### src/rtl/cpu_mem_responder.sv
// Memory-side slave for the 16-bit CPU bus: accepts one request, inserts WAIT wait states, then a one-cycle ack.
// Optional macro MEM_RANGE_CHECK_EN: accesses with addr >= DEPTH are suppressed and flagged on err.
module cpu_mem_responder #(
    parameter int DATA_W = 16,
    parameter int ADDR_W = 16,
    parameter int DEPTH  = 256,
    parameter int WAIT   = 1
) (
    input  logic              clock,
    input  logic              reset,
    input  logic              req,
    input  logic              we,
    input  logic [ADDR_W-1:0] addr,
    input  logic [DATA_W-1:0] wdata,
    output logic              ack,
    output logic [DATA_W-1:0] rdata,
    output logic              busy,
    output logic              err
);

    localparam int                IDX_W    = $clog2(DEPTH);
    localparam bit                HAS_WAIT = (WAIT > 0);
    localparam logic [3:0]        WAIT_LD  = HAS_WAIT ? 4'(WAIT - 1) : 4'd0;
    localparam logic [ADDR_W-1:0] IDX_MASK = ADDR_W'(DEPTH - 1);

    typedef enum logic [1:0] {
        ST_IDLE = 2'd0,
        ST_WAIT = 2'd1,
        ST_ACK  = 2'd2
    } state_t;

    state_t              state_q, state_d;
    logic [3:0]          cnt_q, cnt_d;
    logic                we_q, we_d;
    logic [ADDR_W-1:0]   addr_q, addr_d;
    logic [DATA_W-1:0]   wdata_q, wdata_d;
    logic                ack_q, ack_d;
    logic [DATA_W-1:0]   rdata_q, rdata_d;
    logic                busy_q, busy_d;
    logic                err_q, err_d;

    logic                access_s;
    logic                acc_we_s;
    logic [ADDR_W-1:0]   acc_addr_s;
    logic [DATA_W-1:0]   acc_wdata_s;
    logic [IDX_W-1:0]    acc_idx_s;
    logic                oor_s;
    logic                mem_wr_s;

    logic [DATA_W-1:0]   mem_q [DEPTH];

`ifdef MEM_RANGE_CHECK_EN
    function automatic logic out_of_range(input logic [ADDR_W-1:0] a);
        return (a >> IDX_W) != {ADDR_W{1'b0}};
    endfunction
`endif

    // Request sequencing: accept, wait-state countdown, access strobe and busy tracking.
    always_comb begin
        state_d     = state_q;
        cnt_d       = cnt_q;
        we_d        = we_q;
        addr_d      = addr_q;
        wdata_d     = wdata_q;
        busy_d      = busy_q;
        access_s    = 1'b0;
        acc_we_s    = we_q;
        acc_addr_s  = addr_q;
        acc_wdata_s = wdata_q;
        case (state_q)
            ST_IDLE: begin
                if (req) begin
                    we_d    = we;
                    addr_d  = addr;
                    wdata_d = wdata;
                    busy_d  = 1'b1;
                    if (HAS_WAIT) begin
                        cnt_d   = WAIT_LD;
                        state_d = ST_WAIT;
                    end else begin
                        // Zero wait states: the access happens on the accept edge itself.
                        access_s    = 1'b1;
                        acc_we_s    = we;
                        acc_addr_s  = addr;
                        acc_wdata_s = wdata;
                        state_d     = ST_ACK;
                    end
                end else if (ack_q) begin
                    busy_d = 1'b0;
                end else begin
                    busy_d = busy_q;
                end
            end
            ST_WAIT: begin
                if (cnt_q == 4'd0) begin
                    access_s = 1'b1;
                    state_d  = ST_ACK;
                end else begin
                    cnt_d = cnt_q - 4'd1;
                end
            end
            ST_ACK: begin
                state_d = ST_IDLE;
            end
            default: begin
                state_d = ST_IDLE;
            end
        endcase
    end

    // Access datapath: RAM index aliasing, range check, read data capture and ack/err strobes.
    always_comb begin
        acc_idx_s = IDX_W'(acc_addr_s & IDX_MASK);
`ifdef MEM_RANGE_CHECK_EN
        oor_s = out_of_range(acc_addr_s);
        err_d = (state_q == ST_ACK) && out_of_range(addr_q);
`else
        oor_s = 1'b0;
        err_d = 1'b0;
`endif
        mem_wr_s = access_s & acc_we_s & ~oor_s;
        if (access_s && !acc_we_s) begin
            rdata_d = oor_s ? {DATA_W{1'b0}} : mem_q[acc_idx_s];
        end else begin
            rdata_d = rdata_q;
        end
        ack_d = (state_q == ST_ACK);
    end

    // Control and output registers; asynchronous reset aborts any access not yet performed.
    always_ff @(posedge clock or negedge reset) begin
        if (!reset) begin
            state_q <= ST_IDLE;
            cnt_q   <= 4'd0;
            we_q    <= 1'b0;
            addr_q  <= {ADDR_W{1'b0}};
            wdata_q <= {DATA_W{1'b0}};
            ack_q   <= 1'b0;
            rdata_q <= {DATA_W{1'b0}};
            busy_q  <= 1'b0;
            err_q   <= 1'b0;
        end else begin
            state_q <= state_d;
            cnt_q   <= cnt_d;
            we_q    <= we_d;
            addr_q  <= addr_d;
            wdata_q <= wdata_d;
            ack_q   <= ack_d;
            rdata_q <= rdata_d;
            busy_q  <= busy_d;
            err_q   <= err_d;
        end
    end

    // Word RAM: contents survive reset.
    always_ff @(posedge clock) begin
        if (mem_wr_s) begin
            mem_q[acc_idx_s] <= acc_wdata_s;
        end
    end

    assign ack   = ack_q;
    assign rdata = rdata_q;
    assign busy  = busy_q;
    assign err   = err_q;

endmodule
### config.mk
export PLATFORM = sky130hd
export DESIGN_NAME = cpu_mem_responder
export DESIGN_NICKNAME = d
export VERILOG_FILES = /design/src/rtl/cpu_mem_responder.sv
export SDC_FILE = /design/constraint.sdc
export NUM_CORES = 2
export LEC_CHECK = 0
export ABC_AREA = 0
export ABC_CLOCK_PERIOD_IN_PS = 4840
export CORE_ASPECT_RATIO = 0.6
export CORE_MARGIN = 3
export CORE_UTILIZATION = 30
export DETAILED_ROUTE_END_ITERATION = 12
export PLACE_DENSITY = 0.44
export SLEW_MARGIN = 10
export SYNTH_ARGS = -nofsm -noshare
export SYNTH_HDL_FRONTEND = slang
export SYNTH_SLANG_ARGS = --single-unit
### constraint.sdc
create_clock -name clock -period 4.84 [get_ports clock]
set_input_delay 1.21 -clock clock [delete_from_list [all_inputs] [get_ports clock]]
set_output_delay 1.21 -clock clock [all_outputs]
set_load 0.02 [all_outputs]
== After elaboration in Yosys (flattened, before gate mapping) ==
Memories as Yosys holds them, arrays and structs flattened. A register that Yosys moved wholly into a read port is not among the register bits.
Cells that the tools add are included.

* Bitwise operators: 1
* Add/sub/neg operators: 1
* Mux-type cells: 12
* Reduce and logical (&&, ||, !) cells: 11
* Equal/unequal tests: 5

{| class="wikitable"
|+ Operator list
! cell !! count
|-
| 2-to-1 mux 4 bit || 2
|-
| one-hot mux 4 bit (2 select lines) || 1
|-
| 2-to-1 mux 1 bit || 6
|-
| inequality test 2 bit (second input constant) || 3
|-
| AND reduction 2 bit || 3
|-
| logical NOT 4 bit || 1
|-
| 2-to-1 mux 2 bit || 2
|-
| one-hot mux 2 bit (2 select lines) || 1
|-
| nonzero test 2 bit || 2
|-
| subtractor 4 x 1 -> 4 bit (second input constant) || 1
|-
| AND reduction 3 bit || 1
|-
| equality test 2 x 1 -> 1 bit (second input constant) || 1
|-
| equality test 2 bit (second input constant) || 1
|-
| logical NOT 1 bit || 2
|-
| logical NOT 2 bit || 1
|-
| AND 1 bit || 1
|-
| logical AND 1 bit || 1
|}

* Memories kept: 1
* Memory bits (writable): 4096
* Output and inout port bits: 19
* Bits in registers: 33
* Logic and storage cells: 38

{| class="wikitable"
|+ Memory list
! memory !! words !! bits a word !! read ports !! clocked after memory_dff !! wr ports !! RTL line !! RTL
|-
| mem_q || 256 || 16 || 1 || 1 || 1 || 50 || <nowiki>logic [DATA_W-1:0] mem_q [DEPTH];</nowiki>
|}

== Longest topological paths before layout ==
* Word-level depth: 6
* Depth in mapped cells: 13
* Mapped depth without buffers: 9

== Worst setup path before layout ==
OpenSTA, ideal clock, no wires.

* Path type: register -> register
* Start point: register wdata_q[0]
* End point: memory mem_q[0][0] (data pin)
* Clock period less this slack: 3.984 ns
* Arrival: 3.181 ns
* Path buffers: 0
* Library setup time: 0.803 ns
* Cell stages (with the launch flop): 1
* Required time: 4.037 ns
* Slack: 0.856 ns
* Cells stage by stage: dfrtp_1

{| class="wikitable"
|+ RTL lines
! element !! RTL line !! RTL
|-
| start: declaration || 36 || <nowiki>logic [DATA_W-1:0] wdata_q, wdata_d;</nowiki>
|-
| start signal: assignment || 137 || <nowiki>wdata_q <= {DATA_W{1'b0}};</nowiki>
|-
| start signal: assignment || 147 || <nowiki>wdata_q <= wdata_d;</nowiki>
|-
| end: declaration || 50 ||
|}

No word-level cell before the write port.

==> impl.org <==
** Drt
- Dividing the detail-routed wire length by the instance count gives approximately 34 µm.
- After the first detailed-routing iteration, the DRC count stood at approximately 11000.
- Final wirelength :: 521000 µm
- Vias :: approximately 80000
- In the routed design, unresolved DRC markers number 0.
- The first detailed-routing pass took 5 iterations.
- Detail Route Antenna Nets :: 0
- Post-DR vias/cell :: about 5.3

** Pwr
- Power spread over the standard cell area amounts to roughly 620 nW/µm².
- Switching share of power :: 0.350
- The share of total power dissipated in combinational logic is 0.325.
- Internal power comes to 75.6 mW.
- Part of the total power dissipated in sequential elements :: 0.405
- Power share of the clock group :: 0.270
- Leakage power :: 57.7 nW
- Maximum ir drop on the vdd rail :: just over 0.6 mV
- Switch Pwr :: 40.8 mW

** Timing
- Setup repair after global routing missed its margin :: no
- The number of hold violations in the final report is 0.
- For the pin with the worst max-slew slack, the measured transition is roughly 1300 ps.
- Worst hold margin :: roughly 360 ps
- Final-layout setup total negative slack :: 0 ps
- For this run, the top clock speed supported by timing is 217 MHz.
- Setup violations remaining at the end of the flow were counted as 0.
- Across the routed clock network, the largest skew measured is approximately 70 ps.
- The number of slew-limit violations in the final report is 0.
- Post-layout min period :: between 4000 and 5000 ps
- Slew HR :: 0.120
- Dividing the final minimum period by the clock period gives 0.950.

** Place
- The HPWL after detailed placement is roughly 330000 µm.
- IO Port Bufs :: 45
- At the end of routability-driven placement, the weighted congestion stood at between 0.8 and 0.9.

** GRT
- First-pass GRT wire length :: 705000 µm
- Entering global routing, the biggest net connects ~150 pins.
- Across every metal layer, demand over resource in global routing totals 0.188.
- Vias in the first global route :: around 80000
- The initial antenna violation count came to between 40 and 50.
- Congestion Overflow GR :: 0

** Synth
- Number of distinct library cells after synthesis :: 74
- Synthesized cell area :: 160000 µm²
- Share of synthesized registers carrying an async set or reset :: 0.0118
- Post-synthesis instance total :: around 7000
- Of the synthesized area, sequential elements account for 0.778.
- Synthesized net count :: slightly above 7000
- Among all flip-flop cells after synthesis, the most frequent one is edfxtp_1.
- A synthesized cell averages about 22 µm².
- For this run, the number of Yosys warnings is 0.
- Counting flops with a built-in enable in the synthesized netlist gives approximately 4000.
- Counting flops and latches in the post-synthesis netlist gives between 4000 and 5000.

** Final layout
- Of the cells placed in the final design, the portion with a size suffix greater than 1 is 0.321.
- Area overhead of the layout relative to synthesis :: 16.9%
- The net count of the finished layout is approximately 7900.

** Critical path
- Arrival time at the worst endpoint :: ~5400 ps
- Cell repeated most along the worst path :: buf_4
- Cell class contributing the biggest share of worst-path delay :: compound AO/OA/AOI/OAI gates
- On the critical path, the stage with the largest delay is an instance of a311oi_1.
- In this run the worst path has a maximum fanout of 21.
- For this run, the slowest stage of the critical path takes about 1100 ps.
- Type of the worst setup path :: reg2reg
- Together, buffers and inverters on the worst path number 3.
- The critical path goes through and2_2 > a22oi_1 > buf_4 > nand3_1 > nand2_1 > a311oi_1 > buf_4 > o2111a_1 > buf_4 > o22ai_1.
- Startpoint kind of the worst setup timing path :: flip-flop
- Critical Path End Type :: flip-flop
- Data on the critical path is required at its endpoint by ~5700 ps.

** Die
- The die is between 900 and 1000 µm wide.
- For this configuration, the core starts out at a cell density of 0.303.
- Floorplan die area :: ~540000 µm²
- Area of the placeable core :: about 530000 µm²
- 55 I/O pins were placed.
- Measured along the y axis, the die boundary spans between 500 and 600 µm.
- After floorplanning, the core was divided into slightly above 200 placement rows.

** Clock tree
- Clock sink count :: slightly above 4000
- CTS built an H-tree with a depth of 5.
- The number of clock buffers added by TritonCTS is 404.
- TritonCTS built the clock tree.
- Buffers added to address setup during post-CTS repair amount to 0.
- Once the clock tree was built, the resizer swapped 0 gates to a different size.
- The longest clock path from root to sink contains 4 buffers.
- Clock-pin slew reported for the worst setup and hold paths after clock tree synthesis :: 60 ps
- In this run the clock root is driven by a clkbuf_16.
- Buffers inserted to repair hold after CTS numbered 0.
- Clock network latency to the later pin of the worst-skew pair :: 1010 ps

** Worst hold path
- The tightest min-delay check is of the in2async type.

** Run status
- Status :: completed

** Job
- Across the run, the number of max-cap violations was 0.
[cell usage after synthesis, types with 11 or more instances]
master,instances,share of area
mux2i_1,334,0.021
mux2_2,67,0.0047
a31oi_1,18,0.00071
nand3_1,52,0.0016
nand2_1,126,0.0030
o21ai_0,56,0.0018
buf_6,32,0.0023
edfxtp_1,4096,0.77
mux4_2,1009,0.14
dfrtp_1,49,0.0077
a22o_1,11,0.00060
a21oi_1,55,0.0017
nor2_1,353,0.0083
buf_2,145,0.0045
buf_4,74,0.0035
clkbuf_1,117,0.0028
a22oi_1,109,0.0051
a32oi_1,14,0.00077
nor4_1,17,0.00067
nor3_1,29,0.00091
a221oi_1,25,0.0014
buf_1,38,0.00089
o211ai_1,27,0.0013
o22ai_1,83,0.0033
o21ai_1,20,0.00063
[kinds of logic (layout without fill, tap and decap cells)]
group	Yosys count	after routing	synth area share
multiplexers	1422	1422	0.169
AND/OR/NAND/NOR	657	657	0.0181
AO/OA/AOI/OAI	476	476	0.0204
XOR/XNOR	2	2	0.000110
flip-flops	4145	4145	0.778
adder cells (fa/ha/maj)	2	2	0.000157
other	1	24	0.0000235
buffers and inverters	418	1472	0.0142
[state kept, by name, indices dropped and copies added, names as in the netlist]
name and flops:
wdata_q 16, rdata 16, we_q 1, mem_q 4096, busy 1, cnt_q 4, addr_q 8, ack 1
state_q 2
[layer usage]
layer  track usage  vias up  share of wire  wire [µm]
li1              -    31700              -          -
met1         0.304    44700           0.48     251000
met5             0        -       0.000077         40
met3        0.0439      577          0.093      48600
met4        0.0433        6          0.025      12800
met2         0.253     3440           0.40     209000
[power by group through the flow]
stage	clock network (mW)	logic, mW	registers, mW
final	31.4	37.8	47.2
after global placement	0	37.4	47.9
after detailed placement	0	37.9	48.0
after global routing	33.6	39.5	47.3
after floorplan	0	17.6	49.8
after CTS	32.2	38.0	47.2
[path summary, 6_finish.rpt]
| kind | from | to | slack (ps) | depth (start not counted) |
|---|---|---|---|---|
| setup / recovery | addr_q[0]$_DFFE_PN0P_ | rdata[15]$_DFFE_PN0P_ | 240 | 10 |
| max in group asynchronous | reset | addr_q[1]$_DFFE_PN0P_ | 3660 | 1 |
| hold reg to reg | busy$_DFFE_PN0P_ | busy$_DFFE_PN0P_ | 510 | 2 |
| hold / removal | reset | we_q$_DFFE_PN0P_ | 360 | 1 |
| setup reg to reg | addr_q[0]$_DFFE_PN0P_ | rdata[15]$_DFFE_PN0P_ | 240 | 10 |
| min in group clock | busy$_DFFE_PN0P_ | busy$_DFFE_PN0P_ | 510 | 2 |
[cell usage in the layout (no fill, tap or decap), drive strengths merged, types with 6 or more instances in the layout]
cell type         n
mux4           1011
a311oi            7
diode            23
nand4            11
o22ai            83
a22oi           109
o21ai            76
nor4             17
a221oi           25
o211ai           27
nand3            52
buf             678
a31oi            18
nor2b            10
a211oi            6
edfxtp         4096
nor2            353
and3              9
a22o             11
o2111ai           7
a32oi            14
clkinvlp         13
nor3             29
nand2b            6
mux2             77
clkdlybuf4s50    44
or2              11
bufinv           33
dfrtp            49
clkbuf          494
inv              26
clkinv          184
nand2           127
a21oi            55
mux2i           334
[worst register-to-register path: cells and delay by family, from the launching register on]
kind | cells | cell delay, ps
AO/OA/AOI/OAI | 4 | 1620
AND/OR/NAND/NOR | 3 | 1290
flip-flops | 1 | 890
buffers and inverters | 3 | 660
[metrics by stage]
| step | worst slack, ps | cells | cell area, µm² | power (mW) | util |
|---|---|---|---|---|---|
| 5_1_grt | 239 | 15200 | 187000 | 120 | 0.354 |
| 4_1_cts | 351 | 15200 | 187000 | 117 | 0.354 |
| 2_1_floorplan | 856 | 7123 | 160000 | 67.4 | - |
| 6_report | 240 | 15300 | 187000 | 116 | 0.354 |
| 3_3_place_gp | 366 | 14500 | 174000 | 85.3 | 0.329 |
| 3_5_place_dp | 353 | 14500 | 174000 | 86.0 | 0.329 |
[cell type report]
class | instances | area, µm²
clock inverters | 244 | 2220
well taps | 7072 | 8850
multi-input cells | 2560 | 33900
flip-flops and latches | 4145 | 124000
repair buffers | 722 | 6670
inverters | 12 | 62.6
clock buffers | 494 | 10700
fillers | 48500 | 341000
diodes | 23 | 57.6
Power figures use the tool's default switching activity.
